$ cat src/rtl/ssd_frame_monitor_pkg.sv
// Shared glyph table, symbol codes and FSM state type for the seven-segment frame monitor.
// Patterns are active-low, bit i = segment i (a=0 .. g=6).
package ssd_glyph_pkg;
    localparam int NUM_DIGITS = 6;
    localparam int FRAME_W    = 3 * NUM_DIGITS;

    localparam logic [6:0] GLYPH_D     = 7'b0100001;
    localparam logic [6:0] GLYPH_E     = 7'b0000110;
    localparam logic [6:0] GLYPH_ONE   = 7'b1111001;
    localparam logic [6:0] GLYPH_ZERO  = 7'b1000000;
    localparam logic [6:0] GLYPH_BLANK = 7'b1111111;
    localparam logic [6:0] GLYPH_H     = 7'b0001001;
    localparam logic [6:0] GLYPH_L     = 7'b1000111;
    localparam logic [6:0] GLYPH_P     = 7'b0001100;

    localparam logic [2:0] SYM_D     = 3'd0;
    localparam logic [2:0] SYM_E     = 3'd1;
    localparam logic [2:0] SYM_ONE   = 3'd2;
    localparam logic [2:0] SYM_ZERO  = 3'd3;
    localparam logic [2:0] SYM_BLANK = 3'd4;
    localparam logic [2:0] SYM_H     = 3'd5;
    localparam logic [2:0] SYM_L     = 3'd6;
    localparam logic [2:0] SYM_P     = 3'd7;

    typedef enum logic [1:0] {IDLE, DECODE, CMP} state_t;
endpackage

$ cat src/rtl/ssd_frame_monitor_if.sv
// Display-side bundle: HEX buses and capture request in, decoded frame and status pulses out.
interface ssd_frame_monitor_if;
    import ssd_glyph_pkg::*;

    logic                 sample_en;
    logic [6:0]           HEX5, HEX4, HEX3, HEX2, HEX1, HEX0;
    logic [FRAME_W-1:0]   frame;
    logic                 frame_valid;
    logic                 rot_step;
    logic                 resync;
    logic                 bad_glyph;
    logic [2:0]           rot_count;
    logic                 busy;

    modport master (
        output sample_en, HEX5, HEX4, HEX3, HEX2, HEX1, HEX0,
        input  frame, frame_valid, rot_step, resync, bad_glyph, rot_count, busy
    );

    modport slave (
        input  sample_en, HEX5, HEX4, HEX3, HEX2, HEX1, HEX0,
        output frame, frame_valid, rot_step, resync, bad_glyph, rot_count, busy
    );
endinterface

$ cat src/rtl/ssd_frame_monitor_glyph_decode.sv
// Combinational glyph decoder: 7-bit active-low pattern to 3-bit symbol code plus legal flag.
module ssd_glyph_decode
    import ssd_glyph_pkg::*;
(
    input  logic [6:0] i_pat,
    output logic [2:0] o_code,
    output logic       o_legal
);
    always_comb begin
        o_code  = SYM_BLANK;
        o_legal = 1'b1;
        case (i_pat)
            GLYPH_D:     o_code = SYM_D;
            GLYPH_E:     o_code = SYM_E;
            GLYPH_ONE:   o_code = SYM_ONE;
            GLYPH_ZERO:  o_code = SYM_ZERO;
            GLYPH_BLANK: o_code = SYM_BLANK;
            GLYPH_H:     o_code = SYM_H;
            GLYPH_L:     o_code = SYM_L;
            GLYPH_P:     o_code = SYM_P;
            default:     o_legal = 1'b0;
        endcase
    end
endmodule

$ cat src/rtl/ssd_frame_monitor.sv
// Captures the six HEX buses, decodes one digit per cycle, then classifies the frame against the previous one.
// Capture-to-result latency is 7 cycles; sample_en while busy is dropped, not queued.
module ssd_frame_monitor
    import ssd_glyph_pkg::*;
(
    input  logic                CLOCK_50,
    input  logic                Reset,
    ssd_frame_monitor_if.slave  mon
);
    state_t               r_state;
    logic [6:0]           r_cap [NUM_DIGITS];
    logic [2:0]           r_idx;
    logic [FRAME_W-1:0]   r_work;
    logic [FRAME_W-1:0]   r_prev;
    logic [FRAME_W-1:0]   r_frame;
    logic                 r_illegal;
    logic                 r_prev_valid;
    logic [2:0]           r_rot_count;
    logic                 r_busy;
    logic                 r_frame_valid;
    logic                 r_rot_step;
    logic                 r_resync;
    logic                 r_bad_glyph;

    logic [6:0]           w_pat;
    logic [2:0]           w_code;
    logic                 w_legal;
    logic [FRAME_W-1:0]   w_rot;
    logic                 w_equal;
    logic                 w_is_rot;

    always_comb begin
        case (r_idx)
            3'd0:    w_pat = r_cap[0];
            3'd1:    w_pat = r_cap[1];
            3'd2:    w_pat = r_cap[2];
            3'd3:    w_pat = r_cap[3];
            3'd4:    w_pat = r_cap[4];
            default: w_pat = r_cap[5];
        endcase
    end

    ssd_glyph_decode u_decode (
        .i_pat   (w_pat),
        .o_code  (w_code),
        .o_legal (w_legal)
    );

    // Expected frame if every symbol moved one display left, HEX5 wrapping into HEX0.
    always_comb begin
        w_rot = '0;
        for (int i = 0; i < NUM_DIGITS; i++) begin
            w_rot[3*i +: 3] = r_prev[3*((i + NUM_DIGITS - 1) % NUM_DIGITS) +: 3];
        end
    end

    assign w_equal  = (r_work == r_prev);
    assign w_is_rot = (r_work == w_rot);

    always_ff @(posedge CLOCK_50) begin
        if (Reset) begin
            r_state       <= IDLE;
            r_idx         <= '0;
            r_work        <= '0;
            r_prev        <= '0;
            r_frame       <= '0;
            r_illegal     <= 1'b0;
            r_prev_valid  <= 1'b0;
            r_rot_count   <= '0;
            r_busy        <= 1'b0;
            r_frame_valid <= 1'b0;
            r_rot_step    <= 1'b0;
            r_resync      <= 1'b0;
            r_bad_glyph   <= 1'b0;
            for (int i = 0; i < NUM_DIGITS; i++) r_cap[i] <= '0;
        end else begin
            r_frame_valid <= 1'b0;
            r_rot_step    <= 1'b0;
            r_resync      <= 1'b0;
            r_bad_glyph   <= 1'b0;
            case (r_state)
                IDLE: begin
                    if (mon.sample_en) begin
                        r_cap[0]  <= mon.HEX0;
                        r_cap[1]  <= mon.HEX1;
                        r_cap[2]  <= mon.HEX2;
                        r_cap[3]  <= mon.HEX3;
                        r_cap[4]  <= mon.HEX4;
                        r_cap[5]  <= mon.HEX5;
                        r_idx     <= '0;
                        r_illegal <= 1'b0;
                        r_busy    <= 1'b1;
                        r_state   <= DECODE;
                    end
                end
                DECODE: begin
                    r_work[3*r_idx +: 3] <= w_code;
                    if (!w_legal) r_illegal <= 1'b1;
                    if (r_idx == 3'(NUM_DIGITS - 1)) r_state <= CMP;
                    else                             r_idx   <= r_idx + 3'd1;
                end
                CMP: begin
                    r_busy  <= 1'b0;
                    r_state <= IDLE;
                    if (r_illegal) begin
                        r_bad_glyph <= 1'b1;
                    end else begin
                        r_frame_valid <= 1'b1;
                        r_frame       <= r_work;
                        r_prev        <= r_work;
                        r_prev_valid  <= 1'b1;
                        // Equality outranks rotation so a uniform frame holds the count.
                        if (!r_prev_valid) begin
                            r_rot_count <= '0;
                        end else if (!w_equal) begin
                            if (w_is_rot) begin
                                r_rot_step  <= 1'b1;
                                r_rot_count <= (r_rot_count == 3'd5) ? 3'd0 : r_rot_count + 3'd1;
                            end else begin
                                r_resync    <= 1'b1;
                                r_rot_count <= '0;
                            end
                        end
                    end
                end
                default: r_state <= IDLE;
            endcase
        end
    end

    assign mon.frame       = r_frame;
    assign mon.frame_valid = r_frame_valid;
    assign mon.rot_step    = r_rot_step;
    assign mon.resync      = r_resync;
    assign mon.bad_glyph   = r_bad_glyph;
    assign mon.rot_count   = r_rot_count;
    assign mon.busy        = r_busy;
endmodule
$ cat src/flat_wrapper.sv
// flat-port wrapper written by rule: the top's interface ports become plain ports
module ssd_frame_monitor_flat import ssd_glyph_pkg::*;
  (CLOCK_50, Reset, mon_sample_en, mon_HEX5, mon_HEX4, mon_HEX3, mon_HEX2, mon_HEX1, mon_HEX0, mon_frame, mon_frame_valid, mon_rot_step, mon_resync, mon_bad_glyph, mon_rot_count, mon_busy);
  ssd_frame_monitor_if mon_i ();
  input  logic CLOCK_50;
  input  logic Reset;
  input wire logic [$bits(mon_i.sample_en)-1:0] mon_sample_en;
  input wire logic [$bits(mon_i.HEX5)-1:0] mon_HEX5;
  input wire logic [$bits(mon_i.HEX4)-1:0] mon_HEX4;
  input wire logic [$bits(mon_i.HEX3)-1:0] mon_HEX3;
  input wire logic [$bits(mon_i.HEX2)-1:0] mon_HEX2;
  input wire logic [$bits(mon_i.HEX1)-1:0] mon_HEX1;
  input wire logic [$bits(mon_i.HEX0)-1:0] mon_HEX0;
  output wire logic [$bits(mon_i.frame)-1:0] mon_frame;
  output wire logic [$bits(mon_i.frame_valid)-1:0] mon_frame_valid;
  output wire logic [$bits(mon_i.rot_step)-1:0] mon_rot_step;
  output wire logic [$bits(mon_i.resync)-1:0] mon_resync;
  output wire logic [$bits(mon_i.bad_glyph)-1:0] mon_bad_glyph;
  output wire logic [$bits(mon_i.rot_count)-1:0] mon_rot_count;
  output wire logic [$bits(mon_i.busy)-1:0] mon_busy;
  assign mon_i.sample_en = mon_sample_en;
  assign mon_i.HEX5 = mon_HEX5;
  assign mon_i.HEX4 = mon_HEX4;
  assign mon_i.HEX3 = mon_HEX3;
  assign mon_i.HEX2 = mon_HEX2;
  assign mon_i.HEX1 = mon_HEX1;
  assign mon_i.HEX0 = mon_HEX0;
  assign mon_frame = mon_i.frame;
  assign mon_frame_valid = mon_i.frame_valid;
  assign mon_rot_step = mon_i.rot_step;
  assign mon_resync = mon_i.resync;
  assign mon_bad_glyph = mon_i.bad_glyph;
  assign mon_rot_count = mon_i.rot_count;
  assign mon_busy = mon_i.busy;
  ssd_frame_monitor u_core (.CLOCK_50(CLOCK_50), .Reset(Reset), .mon(mon_i));
endmodule
$ cat config.mk
export PLATFORM = sky130hd
export DESIGN_NAME = ssd_frame_monitor_flat
export DESIGN_NICKNAME = d
export VERILOG_FILES = /design/src/rtl/ssd_frame_monitor_pkg.sv /design/src/rtl/ssd_frame_monitor_if.sv /design/src/rtl/ssd_frame_monitor_glyph_decode.sv /design/src/rtl/ssd_frame_monitor.sv /design/src/flat_wrapper.sv
export SDC_FILE = /design/constraint.sdc
export NUM_CORES = 1
export LEC_CHECK = 0
export BUFFER_PORTS_ARGS = -buffer_cell sky130_fd_sc_hd__buf_4
export CAP_MARGIN = 20
export CORE_MARGIN = 10
export CORE_UTILIZATION = 56
export CTS_BUF_LIST = sky130_fd_sc_hd__clkbuf_16
export DETAILED_ROUTE_END_ITERATION = 10
export PLACE_DENSITY = 0.87
export RECOVER_POWER = 25
export SYNTH_ARGS = -nofsm -noshare
export SYNTH_HDL_FRONTEND = slang
export SYNTH_SLANG_ARGS = --single-unit
$ cat constraint.sdc
create_clock -name CLOCK_50 -period 4.14 [get_ports CLOCK_50]
set_clock_uncertainty 0.2 [all_clocks]
set_input_delay 0.621 -clock CLOCK_50 [delete_from_list [all_inputs] [get_ports CLOCK_50]]
set_output_delay 0.621 -clock CLOCK_50 [all_outputs]
set_load 0.005 [all_outputs]
==> qor_table.md <==
| Result | Reported | Unit |
|---|---|---|
| First DRT Iteration DRCs | 345 | - |
| Number of fill cells | 558 | - |
| Leading cell type in the layout, fill and taps excluded | sky130_fd_sc_hd__buf_4 | - |
| Startpoint of the worst-slack reg-to-reg timing path | u_core.r_idx[0] | - |
| Commonest cells after routing, fill and taps aside | 56 x sky130_fd_sc_hd__buf_4, 51 x sky130_fd_sc_hd__dfxtp_1, 49 x sky130_fd_sc_hd__nand2_1 | - |
| Final cycle utilization of the critical path | 0.953 | - |
| Register bit total from synthesis | 93 | - |
| Final weighted congestion of routability-driven global placement | 0.902 | - |
| Port Buffers | 70 | - |
| Accumulated negative setup slack | 0 | ps |
| Share of the yosys chip area belonging to registers | 0.513 | - |
| Site row count | 32 | - |
| Crit path largest cell delay | 710 | ps |
| EDFF count, synth | 42 | - |
| Number of CTS-inserted buffers | 9 | - |
| First-pass GRT wire length | 16900 | µm |
| Worst Reg-to-Reg Cells | 11 | - |
| Via count of the first global-routing pass | 3368 | - |
| Hold Vio Cnt, Final | 0 | - |
| Crit path top cell by count | sky130_fd_sc_hd__ha_1 | - |
| Top_reg_cell synth | sky130_fd_sc_hd__dfxtp_1 | - |
| Worst slew pin tran | 1100 | ps |
| Pin count of the biggest net entering global routing | 55 | - |
| Area grow syn2layout | 19.1 | % |
| Hold path endpoint | u_core.mon.busy | - |
| Final worst path period need | 3950 | ps |
| Post-detailed-route count of antenna-violating nets | 0 | - |
| Synthesized area | 0.00445 | mm² |
| Peak supply drop | 0.333 | mV |
| Multi-input gate area | 0.00202 | mm² |
| Class of the most critical hold timing path | reg2reg | - |
| Via/cell ratio | 5.74 | - |
| Hold path startpoint | u_core.mon.busy | - |
| Reg2reg setup slack | 190 | ps |
| Crit-path slowest cell | sky130_fd_sc_hd__mux2i_1 | - |
| Leak pwr | 0.00210 | µW |
| Worst skew pair latency | 340 | ps |
| Share of async-settable or async-resettable flops after synthesis | 0 | - |
| Count of nets after finishing | 545 | - |
| Half-perimeter wire length of the detailed placement result | 7460 | µm |
| Total nets after synthesis | 483 | - |
| Length of the first detailed-routing pass in iterations | 5 | - |
| Clock H-tree levels | 3 | - |
| Worst hold stages | 2 | - |
| CP Capture Type | flop | - |
| CP Cell Sequence | inv_1 -> ha_1 -> ha_1 -> a222oi_1 -> o21ai_1 -> mux2i_1 -> nand2_1 -> o31a_1 -> o31a_4 -> or3_1 -> a21oi_1 | - |
| Total routed wirelength | 10400 | µm |
| Endpoint of the lowest-slack register-to-register path | u_core.r_work[4] | - |
| Status | complete, no violations | - |
| Ant diodes | 0 | - |
| Grt ovf | 0 | - |
| Number of antenna violations at the first check in global routing | 0 | - |
| Post-Syn Area per Cell | 10.3 | µm² |
| Power density over the cells | 386 | mW/mm² |
| RSZ-0062 raised after global routing | no | - |
| Maximum buffer depth of the clock tree | 2 | - |
| Category of the critical setup timing path | reg2reg | - |
| Hold-fix buffers at CTS | 0 | - |
| Width of the die | 109 | µm |
| Total clock sinks | 93 | - |
| Synth warnings | 0 | - |
| GRT Total Usage | 0.179 | - |
| Maximum fanout along the worst path | 12 | - |
| Clock Root Buffer | sky130_fd_sc_hd__clkbuf_16 | - |
| Maximum clock rate | 0.253 | GHz |
| Number of design rule violations left after detail routing | 0 | - |
| I/O pin cnt | 71 | - |
| Data required, critical path | 4210 | ps |
| Fraction of the core area covered by cells at the end of the flow | 0.686 | - |
| Die boundary height | 109 | µm |
| Gate Count Post-Synth | 431 | - |
| Initial Utilization | 0.576 | - |
| Floorplan Core Area | 0.00773 | mm² |
| Total via count after detailed routing | 3441 | - |
| CP Launch Type | flop | - |
| Count of cell types in the netlist | 54 | - |
| CTS tree | yes | - |
| Number of violations of the max-capacitance limit | 0 | - |
| Area of the die | 0.0119 | mm² |
| Footprint of the flip-flops and latches | 0.00228 | mm² |
| Wire length per cell | 17.4 | µm |
| Slew margin rel. | 0.264 | - |
| Ratio of cells with drive above 1 in the final layout | 0.193 | - |
| Final hold slack | 268 | ps |
| Number of slew-limit violations in the final report | 0 | - |
| Final Setup Violations | 0 | - |
| Clock input transition at the sequential cells of the worst setup and hold paths | 60 | ps |
| Crit path arrival time | 4020 | ps |
cell usage after synthesis, types with 8 or more instances:
| library cell | number | area, µm² |
|---|---|---|
| sky130_fd_sc_hd__edfxtp_1 | 42 | 1260 |
| sky130_fd_sc_hd__clkbuf_1 | 14 | 52.6 |
| sky130_fd_sc_hd__mux2i_1 | 9 | 90.1 |
| sky130_fd_sc_hd__inv_1 | 9 | 33.8 |
| sky130_fd_sc_hd__dfxtp_1 | 51 | 1020 |
| sky130_fd_sc_hd__xnor2_1 | 21 | 184 |
| sky130_fd_sc_hd__and2_1 | 42 | 263 |
| sky130_fd_sc_hd__nor3_1 | 8 | 40.0 |
| sky130_fd_sc_hd__nand2_1 | 49 | 184 |
| sky130_fd_sc_hd__a22oi_1 | 11 | 82.6 |
| sky130_fd_sc_hd__a21oi_1 | 25 | 125 |
| sky130_fd_sc_hd__xor2_1 | 16 | 140 |
| sky130_fd_sc_hd__nor2_1 | 30 | 113 |
what timing repair did:
| item | 4_1_cts | 5_1_grt |
|---|---|---|
| endpoints found under the setup margin | 0 | 2 |
| buffers inserted | 0 | 0 |
| gates resized for setup | 0 | 1 |
cell type report:
cell class | count | area share
Sequential cell | 93 | 0.430
Multi-Input combinational cell | 306 | 0.380
Timing Repair Buffer | 74 | 0.104
Clock buffer | 9 | 0.0425
Tap cell | 102 | 0.0241
Clock inverter | 7 | 0.0125
Inverter | 9 | 0.00637
cells by family (layout without fill, tap and decap cells):
| logic type | after synthesis | count (layout) | share of synthesized area |
|---|---|---|---|
| and+or+nand+nor | 171 | 171 | 0.202 |
| DFF | 93 | 93 | 0.513 |
| AOI/OAI and AO/OA | 78 | 78 | 0.126 |
| xor gates and xnor gates | 37 | 37 | 0.0728 |
| buffers and inverters | 32 | 99 | 0.0357 |
| muxes | 13 | 13 | 0.0315 |
| adders and majority gates | 7 | 7 | 0.0197 |
per-layer routing:
metal / GRT usage / vias to the layer above / part of all wire / wire (µm)
li1: - / 1667 / - / -
met2: 0.303 / 126 / 0.50 / 5200
met3: 0.0496 / 15 / 0.079 / 823
met5: 0 / - / 0 / 0
met4: 0.0576 / 0 / 0.014 / 147
met1: 0.215 / 1633 / 0.41 / 4280
report_power, final:
group / total [µW] / internal [µW] / switching (µW)
combinational: 211 / 89.0 / 122
sequential: 1020 / 1000 / 21.0
clock: 813 / 465 / 348
sequential cells by signal, summed over array words and instances, names as in the netlist:
| signal | flops |
|---|---|
| u_core.r_illegal | 1 |
| u_core.r_state | 2 |
| u_core.mon.resync | 1 |
| u_core.r_prev | 18 |
| u_core.mon.rot_step | 1 |
| u_core.mon.busy | 1 |
| u_core.mon.frame_valid | 1 |
| u_core.mon.rot_count | 3 |
| u_core.mon.bad_glyph | 1 |
| u_core.r_prev_valid | 1 |
| u_core.r_idx | 3 |
| u_core.r_work | 18 |
| u_core.r_cap | 42 |
through the flow:
stage	setup WS [ps]	cells	instance area [µm²]	power (µW)
6_report	193	600	5300	2050
5_1_grt	4.84	600	5300	2110
4_1_cts	279	599	5310	2050
3_5_place_dp	309	583	5020	1250
3_3_place_gp	504	583	5020	1240
2_1_floorplan	704	431	4450	1180
worst max-delay path, delay by kind of cell, from the launching register on:
family | cells | cell delay, ps
buffers and inverters | 1 | 110
multiplexers | 1 | 710
AO/OA/AOI/OAI | 5 | 1220
AND/OR/NAND/NOR | 2 | 570
adder cells (fa/ha/maj) | 2 | 560
flip-flops | 1 | 510
how the worst max path moves through the flow:
stage               startpoint                end
2_1_floorplan    mon_sample_en    u_core.r_idx[2]
3_3_place_gp   u_core.r_idx[0]  u_core.r_work[16]
3_5_place_dp   u_core.r_idx[0]   u_core.r_work[4]
4_1_cts        u_core.r_idx[0]   u_core.r_work[4]
5_1_grt        u_core.r_idx[0]   u_core.r_work[4]
6_report       u_core.r_idx[0]   u_core.r_work[4]
Note: power is estimated with default switching activity, not from simulation.
